File: config.mk
export PLATFORM = sky130hd
export DESIGN_NAME = pc_unit_flat
export DESIGN_NICKNAME = d
export VERILOG_FILES = /design/src/rtl/cpu_types_pkg.sv /design/src/rtl/pc_unit_if.sv /design/src/rtl/pc_unit_target_calc.sv /design/src/rtl/pc_unit.sv /design/src/flat_wrapper.sv
export SDC_FILE = /design/constraint.sdc
export NUM_CORES = 1
export LEC_CHECK = 0
export ABC_AREA = 1
export CAP_MARGIN = 15
export CORE_MARGIN = 5
export CORE_UTILIZATION = 28
export CTS_CLUSTER_DIAMETER = 100
export CTS_CLUSTER_SIZE = 8
export DETAILED_ROUTE_END_ITERATION = 12
export SLEW_MARGIN = 5
export SYNTH_ARGS = -nofsm -noshare
export SYNTH_HDL_FRONTEND = slang
export SYNTH_SLANG_ARGS = --single-unit
export TNS_END_PERCENT = 5
File: constraint.sdc
create_clock -name CLK -period 4.7 [get_ports CLK]
set_clock_uncertainty 0.1 [all_clocks]
set_input_delay 0.705 -clock CLK [delete_from_list [all_inputs] [get_ports CLK]]
set_output_delay 0.705 -clock CLK [all_outputs]
set_load 0.01 [all_outputs]
File: src/rtl/cpu_types_pkg.sv
// cpu_types_pkg: shared CPU types used by the program counter block.
//   pcsrc_t : next-PC source select (SEQ, BRANCH, JUMP, JREG)
//   pcst_t  : PC unit run state (RUN, HALTED)
//   PC_STEP : sequential increment in bytes
//   JTGT_HI : first PC bit kept from pc+4 in a J-type target
package cpu_types_pkg;
  typedef enum logic [1:0] {
    SEQ    = 2'd0,
    BRANCH = 2'd1,
    JUMP   = 2'd2,
    JREG   = 2'd3
  } pcsrc_t;

  typedef enum logic {
    RUN    = 1'b0,
    HALTED = 1'b1
  } pcst_t;

  localparam int PC_STEP = 4;
  localparam int JTGT_HI = 28;
endpackage

File: src/rtl/pc_unit_if.sv
// pc_unit_if: decode/control <-> PC unit bundle.
//   master : decode side, drives the next-PC selects and event strobes
//   slave  : pc_unit, returns pc, pc_plus4, epc, exl, halted
// Optional (PC_ALIGN_CHK_EN): align_fault, badvaddr returned by the slave.
interface pc_unit_if #(parameter int PC_W = 32);
  import cpu_types_pkg::*;

  logic            pc_en;
  pcsrc_t          pc_src;
  logic            branch_taken;
  logic [15:0]     imm16;
  logic [25:0]     jaddr;
  logic [PC_W-1:0] reg_target;
  logic            halt;
  logic            exc_req;
  logic            eret;
  logic [PC_W-1:0] pc;
  logic [PC_W-1:0] pc_plus4;
  logic [PC_W-1:0] epc;
  logic            exl;
  logic            halted;
`ifdef PC_ALIGN_CHK_EN
  logic            align_fault;
  logic [PC_W-1:0] badvaddr;
`endif

  modport master (
    output pc_en, pc_src, branch_taken, imm16, jaddr, reg_target,
           halt, exc_req, eret,
`ifdef PC_ALIGN_CHK_EN
    input  align_fault, badvaddr,
`endif
    input  pc, pc_plus4, epc, exl, halted
  );

  modport slave (
    input  pc_en, pc_src, branch_taken, imm16, jaddr, reg_target,
           halt, exc_req, eret,
`ifdef PC_ALIGN_CHK_EN
    output align_fault, badvaddr,
`endif
    output pc, pc_plus4, epc, exl, halted
  );
endinterface

File: src/rtl/pc_unit_target_calc.sv
// pc_target_calc: combinational next-PC candidates for pc_unit.
//   in  : pc, pc_src, branch_taken, imm16, jaddr, reg_target
//   out : pc_plus4, br_tgt (pc+4 + sext(imm16)<<2),
//         j_tgt ({pc+4[top], jaddr, 00}), next_pc (selected candidate)
// JREG targets always leave here word-aligned; misalignment detection,
// when enabled, is the caller's job.
module pc_target_calc
  import cpu_types_pkg::*;
#(
  parameter int PC_W = 32
) (
  input  logic [PC_W-1:0] pc,
  input  pcsrc_t          pc_src,
  input  logic            branch_taken,
  input  logic [15:0]     imm16,
  input  logic [25:0]     jaddr,
  input  logic [PC_W-1:0] reg_target,
  output logic [PC_W-1:0] pc_plus4,
  output logic [PC_W-1:0] br_tgt,
  output logic [PC_W-1:0] j_tgt,
  output logic [PC_W-1:0] next_pc
);
  logic [PC_W-1:0] br_off;
  logic [PC_W-1:0] jr_tgt;

  assign pc_plus4 = pc + PC_W'(PC_STEP);
  assign br_off   = {{(PC_W-18){imm16[15]}}, imm16, 2'b00};
  assign br_tgt   = pc_plus4 + br_off;
  assign jr_tgt   = reg_target & ~PC_W'(3);

  // A 28-bit PC has no region bits left above the jump field.
  generate
    if (PC_W > JTGT_HI) begin : g_jregion
      assign j_tgt = {pc_plus4[PC_W-1:JTGT_HI], jaddr, 2'b00};
    end else begin : g_jflat
      assign j_tgt = {jaddr, 2'b00};
    end
  endgenerate

  always_comb begin
    next_pc = pc_plus4;
    case (pc_src)
      SEQ:     next_pc = pc_plus4;
      BRANCH:  next_pc = branch_taken ? br_tgt : pc_plus4;
      JUMP:    next_pc = j_tgt;
      JREG:    next_pc = jr_tgt;
      default: next_pc = pc_plus4;
    endcase
  end
endmodule

File: src/rtl/pc_unit.sv
// pc_unit: program counter with next-PC selection, stall gating, sticky
// halt and single-level exception entry/return (EPC + EXL).
//   CLK, nRST : clock (rising edge), asynchronous active-low reset
//   bus       : pc_unit_if.slave -- selects/strobes in; pc, pc_plus4,
//               epc, exl, halted out
// Optional build macro PC_ALIGN_CHK_EN: a misaligned JREG (exl=0) enters
// the exception vector instead, pulses align_fault for one cycle and
// captures the offending address in badvaddr.
module pc_unit
  import cpu_types_pkg::*;
#(
  parameter int              PC_W      = 32,
  parameter logic [PC_W-1:0] RESET_VEC = PC_W'(32'h0000_0000),
  parameter logic [PC_W-1:0] EXC_VEC   = PC_W'(32'h0000_0080)
) (
  input logic       CLK,
  input logic       nRST,
  pc_unit_if.slave  bus
);
  pcst_t           st_q, st_n;
  logic [PC_W-1:0] pc_q, pc_n;
  logic [PC_W-1:0] epc_q, epc_n;
  logic            exl_q, exl_n;
  logic [PC_W-1:0] pc_plus4, br_tgt, j_tgt, next_pc;
`ifdef PC_ALIGN_CHK_EN
  logic            fault_q, fault_n;
  logic [PC_W-1:0] bva_q, bva_n;
`endif

  pc_target_calc #(.PC_W(PC_W)) u_calc (
    .pc           (pc_q),
    .pc_src       (bus.pc_src),
    .branch_taken (bus.branch_taken),
    .imm16        (bus.imm16),
    .jaddr        (bus.jaddr),
    .reg_target   (bus.reg_target),
    .pc_plus4     (pc_plus4),
    .br_tgt       (br_tgt),
    .j_tgt        (j_tgt),
    .next_pc      (next_pc)
  );

  always_ff @(posedge CLK or negedge nRST) begin
    if (!nRST) begin
      st_q    <= RUN;
      pc_q    <= RESET_VEC;
      epc_q   <= '0;
      exl_q   <= 1'b0;
`ifdef PC_ALIGN_CHK_EN
      fault_q <= 1'b0;
      bva_q   <= '0;
`endif
    end else begin
      st_q    <= st_n;
      pc_q    <= pc_n;
      epc_q   <= epc_n;
      exl_q   <= exl_n;
`ifdef PC_ALIGN_CHK_EN
      fault_q <= fault_n;
      bva_q   <= bva_n;
`endif
    end
  end

  // Priority chain; the order of the if/else arms is the priority order.
  // HALTED falls through with everything held.
  always_comb begin
    st_n    = st_q;
    pc_n    = pc_q;
    epc_n   = epc_q;
    exl_n   = exl_q;
`ifdef PC_ALIGN_CHK_EN
    fault_n = 1'b0;
    bva_n   = bva_q;
`endif
    if (st_q == RUN) begin
      if (bus.exc_req && !exl_q) begin
        // Exception entry wins even while stalled.
        epc_n = pc_q;
        pc_n  = EXC_VEC;
        exl_n = 1'b1;
      end else if (bus.eret && exl_q && bus.pc_en) begin
        pc_n  = epc_q;
        exl_n = 1'b0;
      end else if (bus.halt && bus.pc_en) begin
        // PC stays on the halt instruction.
        st_n = HALTED;
      end else if (bus.pc_en) begin
`ifdef PC_ALIGN_CHK_EN
        if (bus.pc_src == JREG && bus.reg_target[1:0] != 2'b00 && !exl_q) begin
          epc_n   = pc_q;
          pc_n    = EXC_VEC;
          exl_n   = 1'b1;
          fault_n = 1'b1;
          bva_n   = bus.reg_target;
        end else begin
          pc_n = next_pc;
        end
`else
        pc_n = next_pc;
`endif
      end
    end
  end

  assign bus.pc       = pc_q;
  assign bus.pc_plus4 = pc_plus4;
  assign bus.epc      = epc_q;
  assign bus.exl      = exl_q;
  assign bus.halted   = (st_q == HALTED);
`ifdef PC_ALIGN_CHK_EN
  assign bus.align_fault = fault_q;
  assign bus.badvaddr    = bva_q;
`endif
endmodule

File: src/flat_wrapper.sv
// flat-port wrapper written by rule: the top's interface ports become plain ports
module pc_unit_flat import cpu_types_pkg::*;
#(
  parameter int              PC_W      = 32,
  parameter logic [PC_W-1:0] RESET_VEC = PC_W'(32'h0000_0000),
  parameter logic [PC_W-1:0] EXC_VEC   = PC_W'(32'h0000_0080)
)
  (CLK, nRST, bus_pc_en, bus_pc_src, bus_branch_taken, bus_imm16, bus_jaddr, bus_reg_target, bus_halt, bus_exc_req, bus_eret, bus_pc, bus_pc_plus4, bus_epc, bus_exl, bus_halted);
  pc_unit_if #(.PC_W(PC_W)) bus_i ();
  input logic CLK;
  input logic nRST;
  input wire logic [$bits(bus_i.pc_en)-1:0] bus_pc_en;
  input wire logic [$bits(bus_i.pc_src)-1:0] bus_pc_src;
  input wire logic [$bits(bus_i.branch_taken)-1:0] bus_branch_taken;
  input wire logic [$bits(bus_i.imm16)-1:0] bus_imm16;
  input wire logic [$bits(bus_i.jaddr)-1:0] bus_jaddr;
  input wire logic [$bits(bus_i.reg_target)-1:0] bus_reg_target;
  input wire logic [$bits(bus_i.halt)-1:0] bus_halt;
  input wire logic [$bits(bus_i.exc_req)-1:0] bus_exc_req;
  input wire logic [$bits(bus_i.eret)-1:0] bus_eret;
  output wire logic [$bits(bus_i.pc)-1:0] bus_pc;
  output wire logic [$bits(bus_i.pc_plus4)-1:0] bus_pc_plus4;
  output wire logic [$bits(bus_i.epc)-1:0] bus_epc;
  output wire logic [$bits(bus_i.exl)-1:0] bus_exl;
  output wire logic [$bits(bus_i.halted)-1:0] bus_halted;
  assign bus_i.pc_en = bus_pc_en;
  assign bus_i.pc_src = bus_pc_src;
  assign bus_i.branch_taken = bus_branch_taken;
  assign bus_i.imm16 = bus_imm16;
  assign bus_i.jaddr = bus_jaddr;
  assign bus_i.reg_target = bus_reg_target;
  assign bus_i.halt = bus_halt;
  assign bus_i.exc_req = bus_exc_req;
  assign bus_i.eret = bus_eret;
  assign bus_pc = bus_i.pc;
  assign bus_pc_plus4 = bus_i.pc_plus4;
  assign bus_epc = bus_i.epc;
  assign bus_exl = bus_i.exl;
  assign bus_halted = bus_i.halted;
  pc_unit #(.PC_W(PC_W), .RESET_VEC(RESET_VEC), .EXC_VEC(EXC_VEC)) u_core (.CLK(CLK), .nRST(nRST), .bus(bus_i));
endmodule
==> results.md, run 1 <==
• 0 — remaining routing DRC violations
• ha_1 -> nand2_1 -> inv_2 -> nand2_2 -> nor2_2 -> nand2_2 -> nor2_4 -> nand3_2 -> xor2_1 -> ha_1 -> nand2_1 -> o21ai_0 -> a21oi_1 -> nand2_1 -> nand2_1 -> nand3_1 -> nand2_1 -> nand4_1 -> nand2_1 -> nand2_1 — critical-path cell list
• 59 — pin count of the biggest net entering global routing
• 7269 — total via count after detailed routing
• done — clock tree from TritonCTS
• 8630 µm² — cell area reported after detailed placement
• 0.33 ns — Clk Latency, worst-skew pair
• 39700 µm — wire length of the first global-routing pass
• 0 — Max-Cap Viols
• 0 — number of hold buffers added after cts
• 2.05 mW — post-layout total power
• 163 µm — Die Ht
• 0 — final count of pins violating max slew
• sky130_fd_sc_hd__nand2_1 — most common library cell in the layout ignoring fill and taps
• 8930 µm² — final instance area
• 1650 µm² — storage element area
• 1506 — Cell Count Post-Placement
• 3.91 ns — critical path data arrival time
• 0.904 ns — final worst slack
• 66 — TritonCTS Sinks
• 49 — count of cell types in the netlist
• flop — Startpoint Class
• 26500 µm² — area of the die
• 1522 — Final Instance Count excl. Fillers
• 25800 µm — final wirelength
• 1 — sum of buffers and inverters on the critical path
• 2 — buffers from clock root to sink, at most
• 0 — final setup fails
• 6.29 µm² — post-synthesis area per instance
• 181 — number of top-level design ports
• false — RSZ-0062 raised after global routing
• 16.9 µm — detailed-route wire length per cell
• reg2reg — category of the most critical setup path
• 0.276 ns — final-layout worst hold slack
• 7016 — vias in the first global route
• 0 — synthesis warning total
• 229 nW/µm² — cell area power density
• 0.05 ns — clock-pin slew reported for the worst setup and hold paths after clock tree synthesis
• 4190 µm² — multi-input combinational cell area
• 5 — iteration count of the initial detailed-routing pass
• 3 — number of H-tree branching levels
• 100% — Synth async-reset ratio
• 25.3% — proportion of synthesized chip area in sequential cells
• sky130_fd_sc_hd__nand2_1 — Crit path top cell by count
• 21200 µm — hpwl dp
• 0 — number of cells upsized or downsized after cts
• sky130_fd_sc_hd__dfrtp_1 — dominant register cell in the synthesized netlist
• 6530 µm² — synthesized cell area
• finished, final reports clean — status
• 0 ns — setup tns final
• 80.8% — share of the clock period used by the worst path after layout
• 263 MHz — timing-limited maximum frequency
• 1037 — Synth Instances
• 4.34 nW — Static Leakage
• 4.82 ns — data required time of the critical path
• sky130_fd_sc_hd__clkbuf_16 — CTS root buf
• 39.2% — post-route core utilization
• 1.05 ns — worst slew pin tran
• 0.42 ns — delay of the slowest cell on the worst path
• 178 — count of input and output buffers
• 0 — buffers inserted during post-CTS setup optimization
• 5 — Worst Path Max Fanout
• 0 — number of synthesized flops with an enable pin
• 20 — number of cells traversed by the worst register-to-register path
• 1157 — post-synthesis net count
• 0 — antenna violations before repair
• 3.80 ns — minimum clock period after layout
• 9 — CTS buffer count
• 28.7% — Initial Utilization
• u_core.bus.pc[20] — capturing point of the worst reg2reg path
• 0.000163 V — Max VDD drop
• 0 — total global routing overflow
• 36.8% — area overhead of the layout relative to synthesis
• sky130_fd_sc_hd__xor2_1 — Slowest-stage cell, CP
• 0 — Antenna Cells
• 0 — number of nets with antenna violations after detailed routing
• in2async — worst min-delay path class
• simple AND/OR/NAND/NOR gates — family of cells with the greatest summed delay on the critical path
• 55 — number of standard-cell rows in the floorplan
• 0 — number of failing hold endpoints at the final stage
• 0.90 ns — minimum setup slack among reg-to-reg paths
• 5.71% — share of layout cells above drive strength 1
• 22800 µm² — area of the core
• 19.1% — Total Routing Usage GR
• 4.78 — Via-to-Cell Ratio
• 0.997 ns — setup slack at placement
• flop — critical path endpoint category
• sky130_fd_sc_hd__nand2_1 (315), sky130_fd_sc_hd__clkdlybuf4s50_1 (177), sky130_fd_sc_hd__inv_1 (138) — most frequent cells in the layout
• 1324 — final net count
• 557 — starting DRC count in detailed routing
• 163 µm — die width
• 2458 — number of inserted filler cells in the final layout
• 29.8% — tightest slew margin relative to the limit
• u_core.bus.pc[3] — r2r startpoint
• 0.884 — routability-driven placement congestion ratio
• 66 — register bit total from synthesis
==> logic make-up after synthesis <==
logic type | count (synthesis) | synth area share (%)
adder cells (fa/ha/maj) | 37 | 7.21
AO/OA/AOI/OAI | 185 | 17.1
multiplexers | 3 | 0.518
XOR/XNOR | 25 | 3.35
flip-flops | 66 | 25.3
AND/OR/NAND/NOR | 542 | 35.9
buffers and inverters | 179 | 10.6
==> flip-flops by register name, indices dropped and copies added (netlist names) <==
register	count
u_core.bus.epc	32
u_core.bus.pc	32
u_core.bus.exl	1
u_core.bus.halted	1
==> routing by layer <==
layer	up-vias	share of wire, %	GRT usage, %
met2	206	46	31.6
li1	3694	-	-
met4	0	2.0	4.96
met5	-	0	0
met1	3343	46	26.5
met3	26	5.5	2.48
==> how the worst max path moves through the flow <==
| stage | startpoint | endpoint | cells past startpoint |
|---|---|---|---|
| finish | u_core.bus.pc[3] | u_core.bus.pc[20] | 20 |
| global route | u_core.bus.pc[3] | u_core.bus.pc[31] | 26 |
| CTS | u_core.bus.pc[3] | u_core.bus.pc[20] | 20 |
| detailed placement | u_core.bus.pc[3] | u_core.bus.pc[20] | 20 |
| global placement | u_core.bus.pc[3] | u_core.bus.pc[24] | 23 |
| floorplan | u_core.bus.pc[2] | u_core.bus.pc[31] | 26 |
==> power by group <==
part           internal (mW)  leakage (nW)  switching (mW)  total [mW]
clock                  0.439         0.147           0.236       0.675
combinational          0.311          3.34           0.439       0.750
sequential             0.587         0.851          0.0331       0.620
==> layout make-up <==
class / count / area share, %
multi-input combinational: 792 / 46.9
timing repair buffer: 187 / 20.6
sequential: 66 / 18.5
inverter: 148 / 6.22
tap: 313 / 4.38
clock buffer: 14 / 2.96
clock inverter: 2 / 0.392
==> cells in the mapped netlist (2+ instances only) <==
cell type,n,area share [%]
sky130_fd_sc_hd__a21oi_1,37,2.8
sky130_fd_sc_hd__a21o_1,2,0.23
sky130_fd_sc_hd__nor4_1,3,0.29
sky130_fd_sc_hd__clkbuf_1,20,1.2
sky130_fd_sc_hd__or2_1,2,0.19
sky130_fd_sc_hd__buf_2,9,0.69
sky130_fd_sc_hd__nand4_1,12,1.2
sky130_fd_sc_hd__inv_1,138,7.9
sky130_fd_sc_hd__nand2_1,315,18
sky130_fd_sc_hd__o21ai_1,16,1.2
sky130_fd_sc_hd__inv_2,10,0.58
sky130_fd_sc_hd__mux2_2,3,0.52
sky130_fd_sc_hd__nor3_4,2,0.50
sky130_fd_sc_hd__o221ai_1,2,0.27
sky130_fd_sc_hd__o2111ai_1,2,0.27
sky130_fd_sc_hd__o21bai_1,10,1.2
sky130_fd_sc_hd__ha_1,36,6.9
sky130_fd_sc_hd__nor3_1,15,1.2
sky130_fd_sc_hd__nor2_2,5,0.48
sky130_fd_sc_hd__o22ai_1,6,0.58
sky130_fd_sc_hd__a22o_1,23,3.1
sky130_fd_sc_hd__nor3_2,2,0.31
sky130_fd_sc_hd__buf_4,2,0.23
sky130_fd_sc_hd__dfrtp_1,66,25
sky130_fd_sc_hd__nand3_2,3,0.46
sky130_fd_sc_hd__o211ai_1,5,0.58
sky130_fd_sc_hd__o21ai_0,70,5.4
sky130_fd_sc_hd__nor2_1,107,6.2
sky130_fd_sc_hd__o21ai_2,2,0.27
sky130_fd_sc_hd__o31ai_1,3,0.35
sky130_fd_sc_hd__nand2_2,8,0.77
sky130_fd_sc_hd__nand3_1,51,3.9
sky130_fd_sc_hd__xnor2_1,10,1.3
sky130_fd_sc_hd__nor2_4,4,0.69
sky130_fd_sc_hd__xor2_1,15,2.0
sky130_fd_sc_hd__nand3b_1,8,0.92
(Power assumes the default switching activity.)
==> run 2, diff against run 1 <==
clock period = 3.5 ns   (was 4.7 ns; I/O delays follow)
==> run 2 against run 1 <==
Non-clock buffer count is 27 higher. First-iteration DRC count decreased by 13%. Power increased by 38%. Combinational power is 43% higher. Die area is the same. Worst hold slack worse by 0.12 ns. Sequential share of layout area is 0.61 points lower. Critical path depth shrank 4. Sequential power is 34% higher. Clock power increased by 36%. Highest routed layer unchanged.
==> results.md, run 2 (same netlist as run 1, synthesis figures left out) <==
• finished, final reports clean — status
• reg2reg — category of the most critical setup path
• 19.4% — Total Routing Usage GR
• 0 — final setup fails
• 0 — number of failing hold endpoints at the final stage
• 3.62 ns — data required time of the critical path
• 0.16 ns — minimum setup slack among reg-to-reg paths
• u_core.bus.pc[3] — r2r startpoint
• 178 — count of input and output buffers
• 27.3% — tightest slew margin relative to the limit
• 0 — Antenna Cells
• flop — critical path endpoint category
• 0.000215 V — Max VDD drop
• 2.82 mW — post-layout total power
• true — RSZ-0062 raised after global routing
• 7486 — total via count after detailed routing
• 0 — number of nets with antenna violations after detailed routing
• 41.6% — area overhead of the layout relative to synthesis
• sky130_fd_sc_hd__nor2_1 — Crit path top cell by count
• 3.34 ns — minimum clock period after layout
• 163 µm — Die Ht
• sky130_fd_sc_hd__dfrtp_1 — Slowest-stage cell, CP
• 3.46 ns — critical path data arrival time
• 305 nW/µm² — cell area power density
• flop — Startpoint Class
• 0.915 — routability-driven placement congestion ratio
• 9 — CTS buffer count
• sky130_fd_sc_hd__nand2_1 (313), sky130_fd_sc_hd__clkdlybuf4s50_1 (177), sky130_fd_sc_hd__inv_1 (138) — most frequent cells in the layout
• 5 — iteration count of the initial detailed-routing pass
• 181 — number of top-level design ports
• 1.09 ns — worst slew pin tran
• 40200 µm — wire length of the first global-routing pass
• 3 — number of H-tree branching levels
• 26500 µm² — area of the die
• 1351 — final net count
• 0 ns — setup tns final
• 1533 — Cell Count Post-Placement
• u_core.bus.pc[14] — capturing point of the worst reg2reg path
• 28.7% — Initial Utilization
• sky130_fd_sc_hd__clkbuf_16 — CTS root buf
• 26300 µm — final wirelength
• 4.48 nW — Static Leakage
• 1549 — Final Instance Count excl. Fillers
• 16 — number of cells traversed by the worst register-to-register path
• 5 — Worst Path Max Fanout
• 55 — number of standard-cell rows in the floorplan
• in2async — worst min-delay path class
• 37 — pin count of the biggest net entering global routing
• 0.34 ns — Clk Latency, worst-skew pair
• 40.6% — post-route core utilization
• 163 µm — die width
• 2 — buffers from clock root to sink, at most
• 0 — Max-Cap Viols
• 0 — antenna violations before repair
• 9.47% — share of layout cells above drive strength 1
• 22800 µm² — area of the core
• 0 — remaining routing DRC violations
• 299 MHz — timing-limited maximum frequency
• 483 — starting DRC count in detailed routing
• 17.0 µm — detailed-route wire length per cell
• 95.5% — share of the clock period used by the worst path after layout
• sky130_fd_sc_hd__nand2_1 — most common library cell in the layout ignoring fill and taps
• nand2_1 -> nor2_4 -> nand2_4 -> nor2_8 -> inv_2 -> nor2_1 -> xor2_1 -> ha_1 -> a21oi_1 -> o21ai_0 -> nand3b_1 -> xnor2_1 -> nor2_1 -> nor3_1 -> buf_4 -> o22ai_1 — critical-path cell list
• 66 — TritonCTS Sinks
• 0 — total global routing overflow
• 7193 — vias in the first global route
• done — clock tree from TritonCTS
• 21900 µm — hpwl dp
• 4.83 — Via-to-Cell Ratio
• 0 — final count of pins violating max slew
• 0.41 ns — delay of the slowest cell on the worst path
• 0.06 ns — clock-pin slew reported for the worst setup and hold paths after clock tree synthesis
[run 2: repair_timing]
| action | CTS | global route |
|---|---|---|
| endpoints found under the setup margin | 0 | 18 |
| hold endpoints to repair | 0 | 0 |
| buffers inserted | 0 | 0 |
| resized for setup | 0 | 20 |
| hold buffers | 0 | 0 |
[run 2: metal layers]
metal  routed length, µm  GRT usage, %  vias to the layer above
met3                1590          3.04                       38
met4                 707          6.33                        0
met5                   0             0                        -
met2               11900          31.2                      214
met1               12200          26.6                     3489
li1                    -             -                     3745
[run 2: how the worst max path moves through the flow]
stage | endpoint | depth (start not counted) | startpoint
after floorplan | u_core.bus.pc[31] | 26 | u_core.bus.pc[2]
after global placement | u_core.bus.pc[31] | 26 | u_core.bus.pc[3]
after detailed placement | u_core.bus.pc[31] | 26 | u_core.bus.pc[3]
after CTS | u_core.bus.pc[31] | 26 | u_core.bus.pc[3]
after global routing | u_core.bus.pc[30] | 19 | u_core.bus.pc[11]
final | u_core.bus.pc[14] | 16 | u_core.bus.pc[3]
[run 2: through the flow]
stage | area (µm²) | setup slack [ns] | hold slack [ns]
finish | 9250 | 0.158 | 0.155
global route | 9250 | -0.107 | 0.217
CTS | 9150 | 0.102 | 0.174
detailed placement | 8850 | 0.120 | 0.396
global placement | 8850 | 0.138 | 0.391
floorplan | 6530 | 0.384 | 0.129
[run 2: critical path, delay by kind of cell, from the launching register on]
family / cells / cell delay (ns)
XOR/XNOR: 2 / 0.65
buffers and inverters: 2 / 0.19
AO/OA/AOI/OAI: 3 / 0.40
adder cells (fa/ha/maj): 1 / 0.33
flip-flops: 1 / 0.41
AND/OR/NAND/NOR: 8 / 1.12
[run 2: final cells by class]
class,count,area (µm²)
Clock buffer,9,225
Clock inverter,7,77.6
Fill cell,2416,13500
Inverter,148,556
Multi-Input combinational cell,792,4280
Sequential cell,66,1650
Tap cell,313,392
Timing Repair Buffer,214,2060
[run 2: where the power goes]
part	internal, mW	switching, mW	leakage (nW)	total (mW)
clock network	0.557	0.363	0.146	0.920
logic	0.459	0.614	3.49	1.07
registers	0.788	0.0418	0.850	0.830
